## config.mk

```make
export PLATFORM = sky130hd
export DESIGN_NAME = mem_arbiter_rr
export DESIGN_NICKNAME = d
export VERILOG_FILES = /design/src/rtl/mem_arbiter_rr.sv
export SDC_FILE = /design/constraint.sdc
export NUM_CORES = 1
export LEC_CHECK = 0
export ABC_CLOCK_PERIOD_IN_PS = 1870
export CELL_PAD_IN_SITES_DETAIL_PLACEMENT = 1
export CELL_PAD_IN_SITES_GLOBAL_PLACEMENT = 1
export CORE_AREA = 4 4 274 276
export CTS_CLUSTER_DIAMETER = 40
export DETAILED_ROUTE_END_ITERATION = 10
export DIE_AREA = 0 0 278 280
export PLACE_DENSITY_LB_ADDON = 0.1
export SLEW_MARGIN = 20
export SYNTH_ARGS = -nofsm -noshare
export SYNTH_HDL_FRONTEND = slang
export SYNTH_SLANG_ARGS = --single-unit
```

## constraint.sdc

```tcl
create_clock -name clk -period 1.87 [get_ports clk]
set_clock_uncertainty 0.1 [all_clocks]
set_input_delay 0.4675 -clock clk [delete_from_list [all_inputs] [get_ports clk]]
set_output_delay 0.4675 -clock clk [all_outputs]
set_load 0.01 [all_outputs]
```

## src/rtl/mem_arbiter_rr.sv

```systemverilog
// N-channel arbiter between the L1 cache/TLB front-ends and the single main-memory port.
// Fixed or round-robin grant, per-channel write enable and an optional WAIT-state watchdog.
module mem_arbiter_rr #(
  parameter int NUM_CH  = 2,
  parameter int ADDR_W  = 20,
  parameter int DATA_W  = 128,
  parameter int RR_EN   = 1,
  parameter int TIMEOUT = 0,
  parameter int CNT_W   = 16,
  localparam int GW     = (NUM_CH > 1) ? $clog2(NUM_CH) : 1
) (
  input  logic                     clk,
  input  logic                     reset,
  input  logic                     reset_mem_req,
  input  logic [NUM_CH-1:0]        ch_req,
  input  logic [NUM_CH-1:0]        ch_hit_tlb,
  input  logic [NUM_CH-1:0]        ch_we,
  input  logic [NUM_CH*ADDR_W-1:0] ch_addr,
  input  logic [NUM_CH*DATA_W-1:0] ch_wdata,
  output logic [NUM_CH-1:0]        ch_ready,
  output logic [DATA_W-1:0]        ch_rdata,
  output logic [ADDR_W-1:0]        mem_addr,
  output logic [DATA_W-1:0]        mem_wdata,
  output logic                     mem_we,
  output logic                     is_mem_req,
  input  logic                     mem_ready,
  input  logic [DATA_W-1:0]        data_from_mem,
  output logic [GW-1:0]            grant_id,
  output logic                     busy,
  output logic                     timeout_err,
  output logic [1:0]               dbg_state
);

  // Handshake: (ch_req & ch_hit_tlb) is a channel's valid; the requester holds addr/we/wdata
  // until its one-cycle ch_ready. is_mem_req is valid toward memory, completed by mem_ready.
  typedef enum logic [1:0] {
    S_IDLE    = 2'd0,
    S_REQUEST = 2'd1,
    S_WAIT    = 2'd2
  } state_t;

  state_t            r_state;
  logic [GW-1:0]     r_grant;
  logic [GW-1:0]     r_last;
  logic [CNT_W-1:0]  r_cnt;

  logic [NUM_CH-1:0] w_elig;
  logic              w_any;
  logic [GW-1:0]     w_pick;
  logic [ADDR_W-1:0] w_sel_addr;
  logic [DATA_W-1:0] w_sel_wdata;
  logic              w_sel_we;
  logic              w_drive;
  logic              w_done;
  logic              w_expire;

  assign w_elig = ch_req & ch_hit_tlb;
  assign w_any  = |w_elig;

  // Loops run from lowest to highest priority so the last match is the winner.
  always_comb begin
    int w_idx;
    w_pick = '0;
    w_idx  = 0;
    if (RR_EN == 0) begin
      for (int i = NUM_CH - 1; i >= 0; i--) begin
        if (w_elig[i]) w_pick = GW'(i);
      end
    end else begin
      for (int k = NUM_CH; k >= 1; k--) begin
        w_idx = int'(r_last) + k;
        if (w_idx >= NUM_CH) w_idx = w_idx - NUM_CH;
        for (int i = 0; i < NUM_CH; i++) begin
          if ((i == w_idx) && w_elig[i]) w_pick = GW'(i);
        end
      end
    end
  end

  always_comb begin
    w_sel_addr  = '0;
    w_sel_wdata = '0;
    w_sel_we    = 1'b0;
    for (int i = 0; i < NUM_CH; i++) begin
      if (r_grant == GW'(i)) begin
        w_sel_addr  = ch_addr[i*ADDR_W +: ADDR_W];
        w_sel_wdata = ch_wdata[i*DATA_W +: DATA_W];
        w_sel_we    = ch_we[i];
      end
    end
  end

  assign w_drive  = (r_state == S_REQUEST) || (r_state == S_WAIT);
  assign w_done   = (r_state == S_WAIT) && mem_ready;
  // mem_ready on the expiry cycle takes precedence over the watchdog.
  assign w_expire = (TIMEOUT > 0) && (r_state == S_WAIT) && !mem_ready &&
                    (r_cnt == CNT_W'(TIMEOUT - 1));

  assign mem_addr    = w_drive ? w_sel_addr : '0;
  assign mem_we      = w_drive && w_sel_we;
  assign mem_wdata   = (w_drive && w_sel_we) ? w_sel_wdata : '0;
  assign is_mem_req  = w_drive && !w_done;
  assign ch_rdata    = data_from_mem;
  assign grant_id    = r_grant;
  assign busy        = (r_state != S_IDLE);
  assign timeout_err = w_expire;
  assign dbg_state   = r_state;

  always_comb begin
    ch_ready = '0;
    for (int i = 0; i < NUM_CH; i++) begin
      ch_ready[i] = w_done && (r_grant == GW'(i));
    end
  end

  always_ff @(posedge clk) begin
    if (reset) begin
      r_state <= S_IDLE;
      r_grant <= '0;
      r_last  <= GW'(NUM_CH - 1);
      r_cnt   <= '0;
    end else if (reset_mem_req) begin
      // Abort keeps last_grant so round-robin fairness survives the abort.
      r_state <= S_IDLE;
    end else begin
      case (r_state)
        S_IDLE: begin
          if (w_any) begin
            r_grant <= w_pick;
            r_last  <= w_pick;
            r_state <= S_REQUEST;
          end
        end
        S_REQUEST: begin
          r_cnt   <= '0;
          r_state <= S_WAIT;
        end
        S_WAIT: begin
          if (w_done || w_expire) begin
            r_state <= S_IDLE;
          end else if (r_cnt != '1) begin
            r_cnt <= r_cnt + CNT_W'(1);
          end
        end
        default: r_state <= S_IDLE;
      endcase
    end
  end

endmodule

```

==> run metrics, run 1 <==
synthesized instance count 494; Reg power frac 3.7%; GPL Wtd Cong 0.665; Synth Warn # 0; CTS Buf Count 3; Cell Int Power approximately 0.0017 W; final period utilization 130%; FFs w/ async S/R, synth 0%; Die Wd 278 µm; DP HPWL 25.2 mm; LEAKAGE 3.92 nW; die area 77800 µm²; Yosys cell types 21; sequential area share after synthesis 2.26%; vias in the first global route 5477; Setup TNS Final -57.95 ns; Post-synth EDFFs 0; # DRC 0; Crit-path slowest cell dfxtp_2; commonest cells in the netlist mux2i_1, buf_4, nor2_1, nor2b_1, buf_2; post-route ant nets 0; number of H-tree levels 1; Clock Sinks 4; Comb pwr share 82.9%; minimum clock period 2.44 ns; Slew Viols, Final 0; Initial Util around 5%; switching portion of total power 33.2%; area grow syn2layout 196%; final setup vio count 152; reg2reg path depth 7; FP Rows 99; Clock transition at path regs 0.03 ns; CTS Hold Bufs 0; pwr dens 244 nW/µm²; critical path's largest stage delay 0.33 ns; via count 5067; RSZ-0062 raised after global routing true; IO buf count 461; Crit. Startpoint dbg_state[0]; Hold WC Path Type flop to flop; IO Count 719; Worst Setup End Kind output pin; global-route wire length before repair 41.1 mm; outcome finished, violations left; average vias per placed instance 2.68; GRT Overall Usage 7.13%; Final Total Pwr about 0.0026 W; most common cell in the netlist mux2i_1; Clk Tree Root Cell clkbuf_16; FF+latch count, synth 4; Reg-to-Reg Start dbg_state[0]; Net Sw Power 0.000851 W; Clock Power Share 13.4%; required time of the critical path 1.30 ns; hold depth 2; biggest area consumer among synthesized cells mux2i_1; top post-synthesis cells by area mux2i_1, buf_4, nor2_1; initial antenna violation count 1; Final Hold Vio Count 0; total wire length 31.0 mm; number of DRC markers in iteration 0 50; worst hold start r_last; Syn Nets 932; peak supply drop 0.209 mV; GRT overflow 0; fmax 410 MHz; # Max-Cap Violations 0; clock tree from TritonCTS yes; WS Path Type flop to output pin; drt wl/cell 16.4 µm; nets@finish 1371; violated checks negative setup slack; Die Y 280 µm; layout cells sized above 1 between 40% and 50%; core footprint 72600 µm²; Synth top area share ~43%; worst path arrival time 1.87 ns; critical path peak fanout 6; Clock Tree Buf Depth 2; top_reg_cell synth dfxtp_1; Final WS setup -0.567 ns; Setup crit start kind flop; total iterations of the first detailed-routing run 4; Clock Latency Late Sink ~0.22 ns; critical path cell sequence inv_2 > ha_4 > nand2_8 > buf_12 > buf_12 > buf_8 > buf_6 > buf_6 > buf_6 > nor2_4 > buf_6; largest net degree at the start of global routing 18; Avg Cell Area, Syn roughly 7.2 µm²; Synth Cell Area 3550 µm²; cell mode on critical path buf_6
layout make-up:
type	instances	area, µm²
diodes	1	2.50
clock buffers	4	78.8
fillers	8535	62100
inverters	4	15.0
multi-input cells	324	3100
flip-flops and latches	4	86.3
well taps	959	1200
repair buffers	596	6010
metal layers:
metal  global-route usage, %  vias up  part of all wire (%)
met2                    12.7      347                    50
met1                    7.40     2307                    36
met5                       0        -                     0
li1                        -     2371                     -
met3                    3.61       42                    11
met4                    2.00        0                   3.2
through the flow:
stage,area (µm²),hold slack (ns),util (%),setup WS (ns),cells
after floorplan,3580,0.373,-,-0.0103,494
after global placement,8770,0.409,12.1,-1.04,1808
after detailed placement,8770,0.405,12.1,-1.00,1808
after CTS,9190,0.413,12.7,-0.696,1854
after global routing,10500,0.427,14.5,-0.647,1892
final,10500,0.399,14.5,-0.567,1892
path summary, 6_finish.rpt:
check | end | slack [ns]
max | mem_wdata[107] | -0.57
min | r_last | 0.40
max reg2reg | dbg_state[1] | 0.32
min reg2reg | r_last | 0.40
critical path: cells and delay by family (launching register included):
kind	cells	cell delay, ns
DFF	1	0.33
buffers and inverters	8	0.86
adders and majority gates	1	0.30
and+or+nand+nor	2	0.14
state kept, by name, indices dropped and copies added, names as in the netlist:
signal / cells
r_last: 1
dbg_state: 2
grant_id: 1
power by group through the flow:
stage / Sequential, W / Clock (W) / Combinational, W
after detailed placement: 0.0000961 / 0 / 0.00166
final: 0.0000952 / 0.000343 / 0.00212
after global routing: 0.0000963 / 0.000364 / 0.00228
after CTS: 0.0000964 / 0.000351 / 0.00181
after floorplan: 0.0000964 / 0 / 0.000775
after global placement: 0.0000960 / 0 / 0.00168
kinds of logic (layout without fill, tap and decap cells):
kind of cell | count (synthesis) | count (layout) | synth area share (%)
flops | 4 | 4 | 2.26
other cells | 1 | 2 | 0.106
mux | 152 | 152 | 42.9
fa+ha+maj | 4 | 4 | 1.41
simple gates | 164 | 164 | 19.4
buf+inv | 166 | 604 | 33.4
compound gates | 3 | 3 | 0.564
cells in the final DEF, fill, tap and decap left out, types with 2 or more instances in the layout:
cell,netlist,routed
clkdlybuf4s50_1,0,303
mux2i_1,151,120
buf_6,1,91
buf_2,17,79
buf_4,142,52
nor2_4,0,50
nor2_1,131,43
nor2_2,0,38
buf_8,0,21
buf_12,0,20
mux2i_4,0,16
mux2i_2,0,15
nor2b_1,21,15
clkbuf_16,0,7
buf_16,0,7
dlygate4sd2_1,0,7
clkbuf_2,0,6
nor2b_4,0,5
nand2_1,6,5
clkdlybuf4s15_1,0,3
dlymetal6s2s_1,0,3
inv_2,0,2
inv_1,4,2
a22oi_1,2,2
ha_4,0,2
ha_1,4,2
dfxtp_2,0,2
what timing repair did:
action	CTS	global route
endpoints found under the setup margin	154	154
buffers inserted	36	40
pin swaps	17	46
resized for setup	532	442
gates cloned	6	4
Power figures use the tool's default switching activity.
==> inputs of run 2 (changes only) <==
--- a/config.mk
+++ b/config.mk
@@ -12,6 +12,7 @@
 export CTS_CLUSTER_DIAMETER = 40
 export DETAILED_ROUTE_END_ITERATION = 10
 export DIE_AREA = 0 0 278 280
+export HOLD_SLACK_MARGIN = 0.05
 export PLACE_DENSITY_LB_ADDON = 0.1
 export SLEW_MARGIN = 20
 export SYNTH_ARGS = -nofsm -noshare
==> results of run 2 <==
Final layout, timing and power as in run 1 (identical DEF).
